<file path="src/rtl/seq_hit_logger.sv">
// Timestamped hit logger: captures rising edges of a sequence-detector flag into a FIFO.
// Optional registered occupancy interrupt is enabled with macro SEQ_HIT_LOGGER_IRQ_EN.
module seq_hit_logger #(
  parameter int unsigned DEPTH   = 4,
  parameter int unsigned TS_W    = 12,
  parameter int unsigned IRQ_THR = 2
) (
  input  logic            clk,
  input  logic            reset,
  input  logic            hit,
  input  logic            clr,
  input  logic            out_ready,
  output logic            out_valid,
  output logic [TS_W-1:0] out_ts,
  output logic            ovf,
  output logic [7:0]      hit_cnt
`ifdef SEQ_HIT_LOGGER_IRQ_EN
  ,
  output logic            irq
`endif
);

  localparam int unsigned PTR_W = $clog2(DEPTH);
  localparam int unsigned CNT_W = $clog2(DEPTH + 1);
  localparam logic [CNT_W-1:0] FULL_CNT = CNT_W'(DEPTH);

  // Elaboration-time parameter sanity checks
  if (DEPTH < 2 || DEPTH > 16 || (DEPTH & (DEPTH - 1)) != 0) begin : g_bad_depth
    $error("seq_hit_logger: DEPTH must be a power of two in 2..16");
  end
  if (IRQ_THR > DEPTH) begin : g_bad_thr
    $error("seq_hit_logger: IRQ_THR must not exceed DEPTH");
  end

  logic [TS_W-1:0]  ts;
  logic             hit_q;
  logic [TS_W-1:0]  mem [DEPTH];
  logic [PTR_W-1:0] wr_ptr;
  logic [PTR_W-1:0] rd_ptr;
  logic [CNT_W-1:0] count;

  logic             evt_c;
  logic             pop_c;
  logic             push_c;
  logic             drop_c;
  logic [PTR_W-1:0] rd_ptr_nxt_c;
  logic [CNT_W-1:0] count_nxt_c;
  logic [TS_W-1:0]  head_nxt_c;

  // Next-state decode: a push while full is only accepted if the head leaves this cycle
  always_comb begin
    evt_c        = hit & ~hit_q;
    pop_c        = out_valid & out_ready;
    push_c       = evt_c & ((count != FULL_CNT) | pop_c);
    drop_c       = evt_c & ~push_c;
    rd_ptr_nxt_c = rd_ptr;
    count_nxt_c  = count;
    if (pop_c) begin
      rd_ptr_nxt_c = rd_ptr + PTR_W'(1);
    end
    case ({push_c, pop_c})
      2'b10:   count_nxt_c = count + CNT_W'(1);
      2'b01:   count_nxt_c = count - CNT_W'(1);
      default: count_nxt_c = count;
    endcase
    // Head about to be written this edge is forwarded straight from ts
    if (push_c && (wr_ptr == rd_ptr_nxt_c)) begin
      head_nxt_c = ts;
    end else begin
      head_nxt_c = mem[rd_ptr_nxt_c];
    end
  end

  // Storage array needs no reset; occupancy alone defines which entries are live
  always_ff @(posedge clk) begin
    if (!reset && push_c) begin
      mem[wr_ptr] <= ts;
    end
  end

  always_ff @(posedge clk) begin
    if (reset) begin
      ts        <= '0;
      hit_q     <= 1'b0;
      wr_ptr    <= '0;
      rd_ptr    <= '0;
      count     <= '0;
      out_valid <= 1'b0;
      out_ts    <= '0;
      ovf       <= 1'b0;
      hit_cnt   <= '0;
    end else begin
      ts        <= ts + TS_W'(1);
      hit_q     <= hit;
      rd_ptr    <= rd_ptr_nxt_c;
      count     <= count_nxt_c;
      out_valid <= (count_nxt_c != '0);
      if (push_c) begin
        wr_ptr <= wr_ptr + PTR_W'(1);
      end
      if (count_nxt_c != '0) begin
        out_ts <= head_nxt_c;
      end
      // An event in the same cycle as clr takes precedence over the clear
      if (drop_c) begin
        ovf <= 1'b1;
      end else if (clr) begin
        ovf <= 1'b0;
      end
      if (evt_c) begin
        if (clr) begin
          hit_cnt <= 8'd1;
        end else if (hit_cnt != 8'hFF) begin
          hit_cnt <= hit_cnt + 8'd1;
        end
      end else if (clr) begin
        hit_cnt <= '0;
      end
    end
  end

`ifdef SEQ_HIT_LOGGER_IRQ_EN
  // Alert follows registered occupancy, so it lags occupancy changes by one cycle
  always_ff @(posedge clk) begin
    if (reset) begin
      irq <= 1'b0;
    end else begin
      irq <= (count >= CNT_W'(IRQ_THR));
    end
  end
`endif

endmodule

</file>
<file path="config.mk">
export PLATFORM = sky130hd
export DESIGN_NAME = seq_hit_logger
export DESIGN_NICKNAME = d
export VERILOG_FILES = /design/src/rtl/seq_hit_logger.sv
export SDC_FILE = /design/constraint.sdc
export NUM_CORES = 1
export LEC_CHECK = 0
export ABC_AREA = 1
export CAP_MARGIN = 20
export CORE_MARGIN = 5
export CORE_UTILIZATION = 40
export DETAILED_ROUTE_END_ITERATION = 7
export GPL_TIMING_DRIVEN = 0
export MAX_ROUTING_LAYER = met4
export PLACE_DENSITY = 0.62
export SYNTH_ARGS = -nofsm -noshare
export SYNTH_HDL_FRONTEND = slang
export SYNTH_SLANG_ARGS = --single-unit
</file>
<file path="constraint.sdc">
create_clock -name clk -period 2.1 [get_ports clk]
set_clock_uncertainty 0.05 [all_clocks]
set_input_delay 0.315 -clock clk [delete_from_list [all_inputs] [get_ports clk]]
set_output_delay 0.315 -clock clk [all_outputs]
set_load 0.03 [all_outputs]
</file>
==> flow_summary.json <==
{
  "status": "finished clean",
  "worstSetupPathType": "input pin to flip-flop",
  "r2r_cells": 11,
  "drv_cap": 0,
  "dp_hpwl_um": 6210,
  "powerDensity_nw_per_um2": 865,
  "synth_common_cells": "119 x nand2_1, 73 x inv_1, 51 x nor2_1, 49 x nand3_1, 48 x edfxtp_1",
  "slew-limit-headroom": 0.521,
  "antenna_cells": 0,
  "gp_congestion": 0.815,
  "synth_nets": 510,
  "drcViolationCount": 0,
  "min_to": "hit_cnt[4]$_SDFFE_PP0P_",
  "clock_sinks": 90,
  "synth_area_um2": 4190,
  "cts_buffers": 9,
  "hp-class": "input pin to flip-flop",
  "synth_edf_count": 48,
  "worstPathArrival_ps": 1930,
  "r2r_start": "hit_q$_SDFF_PP0_",
  "cts_tree": "done",
  "nets": 547,
  "synthSimpleGateAreaFrac": 0.301,
  "end_kind": "flip-flop",
  "viasPerCell": 4.77,
  "fp.dieH_um": 112,
  "synthMuxAreaShare": 0,
  "drt_iter0_drc": 119,
  "yosysTopAreaCell": "edfxtp_1",
  "antenna_found_initial": 0,
  "overflow": 0,
  "synth_ff_type": "edfxtp_1",
  "setup_viol": 0,
  "cts-root-buf": "clkbuf_8",
  "drive_above_1_share": 0.0907,
  "synth_compound_area_frac": 0.0436,
  "cts_max_level": 3,
  "startpoint_type": "input pin",
  "ys_ff_latch": 90,
  "grt_pass1_wl_um": 14500,
  "dr_total_vias": 3222,
  "synth_warnings": 0,
  "hold_viol_final": 0,
  "yosysMostFrequentCell": "nand2_1",
  "fp-row-count": 37,
  "synth_cells": 498,
  "ys_seq_area_frac": 0.544,
  "drt-pass1-iter-count": 4,
  "ys_types": 26,
  "syn_avg_cell_area_um2": 8.42,
  "fmax_ghz": 0.501,
  "ff2ff_setup_slack_ps": 150,
  "hold_start": "reset",
  "r2r-end": "out_ts[8]$_SDFFE_PP0P_",
  "hold_depth": 2,
  "die_area_um2": 12600,
  "grt_start_max_net_pins": 15,
  "clk_latency_ps": 350,
  "period_share": 0.950,
  "final_cell_area_um2": 4860,
  "finalSetupTns_ps": 0,
  "finish.utilization": 0.472,
  "worstPathMaxFanout": 12,
  "clk_pin_slew_ps": 80,
  "pin_count": 27,
  "fin_crit_ps": 1990,
  "start_util": 0.408,
  "synth_async_sr_flop_share": 0,
  "ir_drop_v": 0.000314,
  "yosysTopAreaCellShare": 0.344,
  "antenna_left": 0,
  "postPlaceCellArea_um2": 4610,
  "wl_per_cell_um": 12.8,
  "grt_usage": 0.148,
  "synth_area_leaders": "edfxtp_1 34%, dfxtp_1 20%, nand2_1 11%",
  "cp.required_ps": 2030,
  "slew_violations": 0,
  "fp.coreArea_um2": 10300,
  "grt_pass1_vias": 3094,
  "synthAdderAreaFrac": 0.0227,
  "routed_wl_um": 8630,
  "tightest_slew_ps": 718,
  "die_x_um": 112,
  "cts_buffer_depth": 2,
  "io_buffers": 25,
  "leakagePower_nw": 2.02,
  "synth_top_family_by_area": "simple AND/OR/NAND/NOR gates",
  "n_fill_cell": 1027,
  "synth_xor_area_frac": 0.00209,
  "hold_slack_ps": 234,
  "syn_to_final_growth_pct": 15.9
}
==> cells by family after synthesis <==
logic type / after synthesis
fa+ha+maj: 7
buf+inv: 92
flops: 90
xor+xnor: 1
simple gates: 274
compound gates: 34
==> through the flow <==
stage	power (mW)	std cells	setup WS (ps)
6_report	4.20	676	106
5_1_grt	4.47	676	-11.2
4_1_cts	4.23	675	55.2
3_5_place_dp	3.12	659	-595
3_3_place_gp	3.10	659	-556
2_1_floorplan	2.80	498	141
==> cell type report <==
type,instances,area (um2),share of cell area
Sequential cell,90,2290,0.471
Multi-Input combinational cell,316,1590,0.327
Inverter,73,274,0.0564
Timing Repair Buffer,26,256,0.0528
Tap cell,136,170,0.0350
Clock buffer,13,169,0.0348
Buffer,19,92.6,0.0191
Clock inverter,3,20.0,0.00412
==> worst max path at each step <==
| stage | slack (ps) | from | depth (start not counted) | to |
|---|---|---|---|---|
| final | 110 | hit | 5 | mem[3][10]$_DFFE_PP_ |
| after global routing | -10 | hit | 11 | out_ts[4]$_SDFFE_PP0P_ |
| after CTS | 60 | hit_q$_SDFF_PP0_ | 13 | out_ts[5]$_SDFFE_PP0P_ |
| after detailed placement | -590 | out_ready | 5 | mem[3][10]$_DFFE_PP_ |
| after global placement | -560 | out_ready | 5 | mem[3][10]$_DFFE_PP_ |
| after floorplan | 140 | out_valid$_SDFF_PP0_ | 11 | out_ts[10]$_SDFFE_PP0P_ |
==> cells in the final DEF (no fill, tap or decap) <==
cell             netlist  layout
a21oi_1               14      14
a31oi_1                1       1
and2_1                 1       1
buf_2                 11      11
buf_4                  1       1
buf_6                  0       1
clkbuf_1               7       8
clkbuf_8               0      12
clkdlybuf4s50_1        0      24
clkinvlp_4             0       1
dfxtp_1               42      40
dfxtp_2                0       1
dfxtp_4                0       1
dlygate4sd2_1          0       1
edfxtp_1              48      48
fa_2                   0       1
ha_1                   6       6
inv_1                 73      72
inv_2                  0       1
inv_4                  0       2
nand2_1              119     118
nand2_2                5       5
nand2_4                0       1
nand3_1               49      47
nand3_2                1       3
nand3b_1              24      24
nand4_1               16      16
nor2_1                51      47
nor2_2                 2       5
nor2_4                 1       2
nor3_1                 5       4
nor3_2                 0       1
o2111ai_1              1       1
o21a_1                 2       2
o21ai_0               15      15
o21bai_1               1       1
xor2_1                 1       1
==> per-layer routing <==
metal / routed length, um / track usage / vias to the layer above
met5: 0 / - / -
met4: 114 / 0.0617 / 0
met3: 318 / 0.0167 / 10
met2: 3950 / 0.235 / 62
met1: 4250 / 0.192 / 1448
li1: - / - / 1702
==> timing repair <==
item                                    CTS  global route
setup buffers                             0             1
pin swaps                                 0             3
gates resized for setup                   7             9
endpoints found under the setup margin   58            12
hold buffers                              0             0
==> power by group <==
part | leakage [nW] | internal [mW] | switching, mW | total, mW
Sequential | 0.813 | 1.96 | 0.0677 | 2.02
Combinational | 1.11 | 0.387 | 0.684 | 1.07
Clock | 0.0965 | 0.530 | 0.577 | 1.11
==> critical path, stage by stage <==
cell and delay, ps:
clkdlybuf4s50_1 480, inv_1 90, nor3_1 190, nand2_1 240
nor2_2 620
==> state kept, by name (all words and copies together) (netlist names), 2 cells and up <==
| name | cells |
|---|---|
| mem | 48 |
| out_ts | 12 |
| ts | 12 |
| hit_cnt | 8 |
| count | 3 |
| rd_ptr | 2 |
| wr_ptr | 2 |
Note: power is estimated with default switching activity, not from simulation.
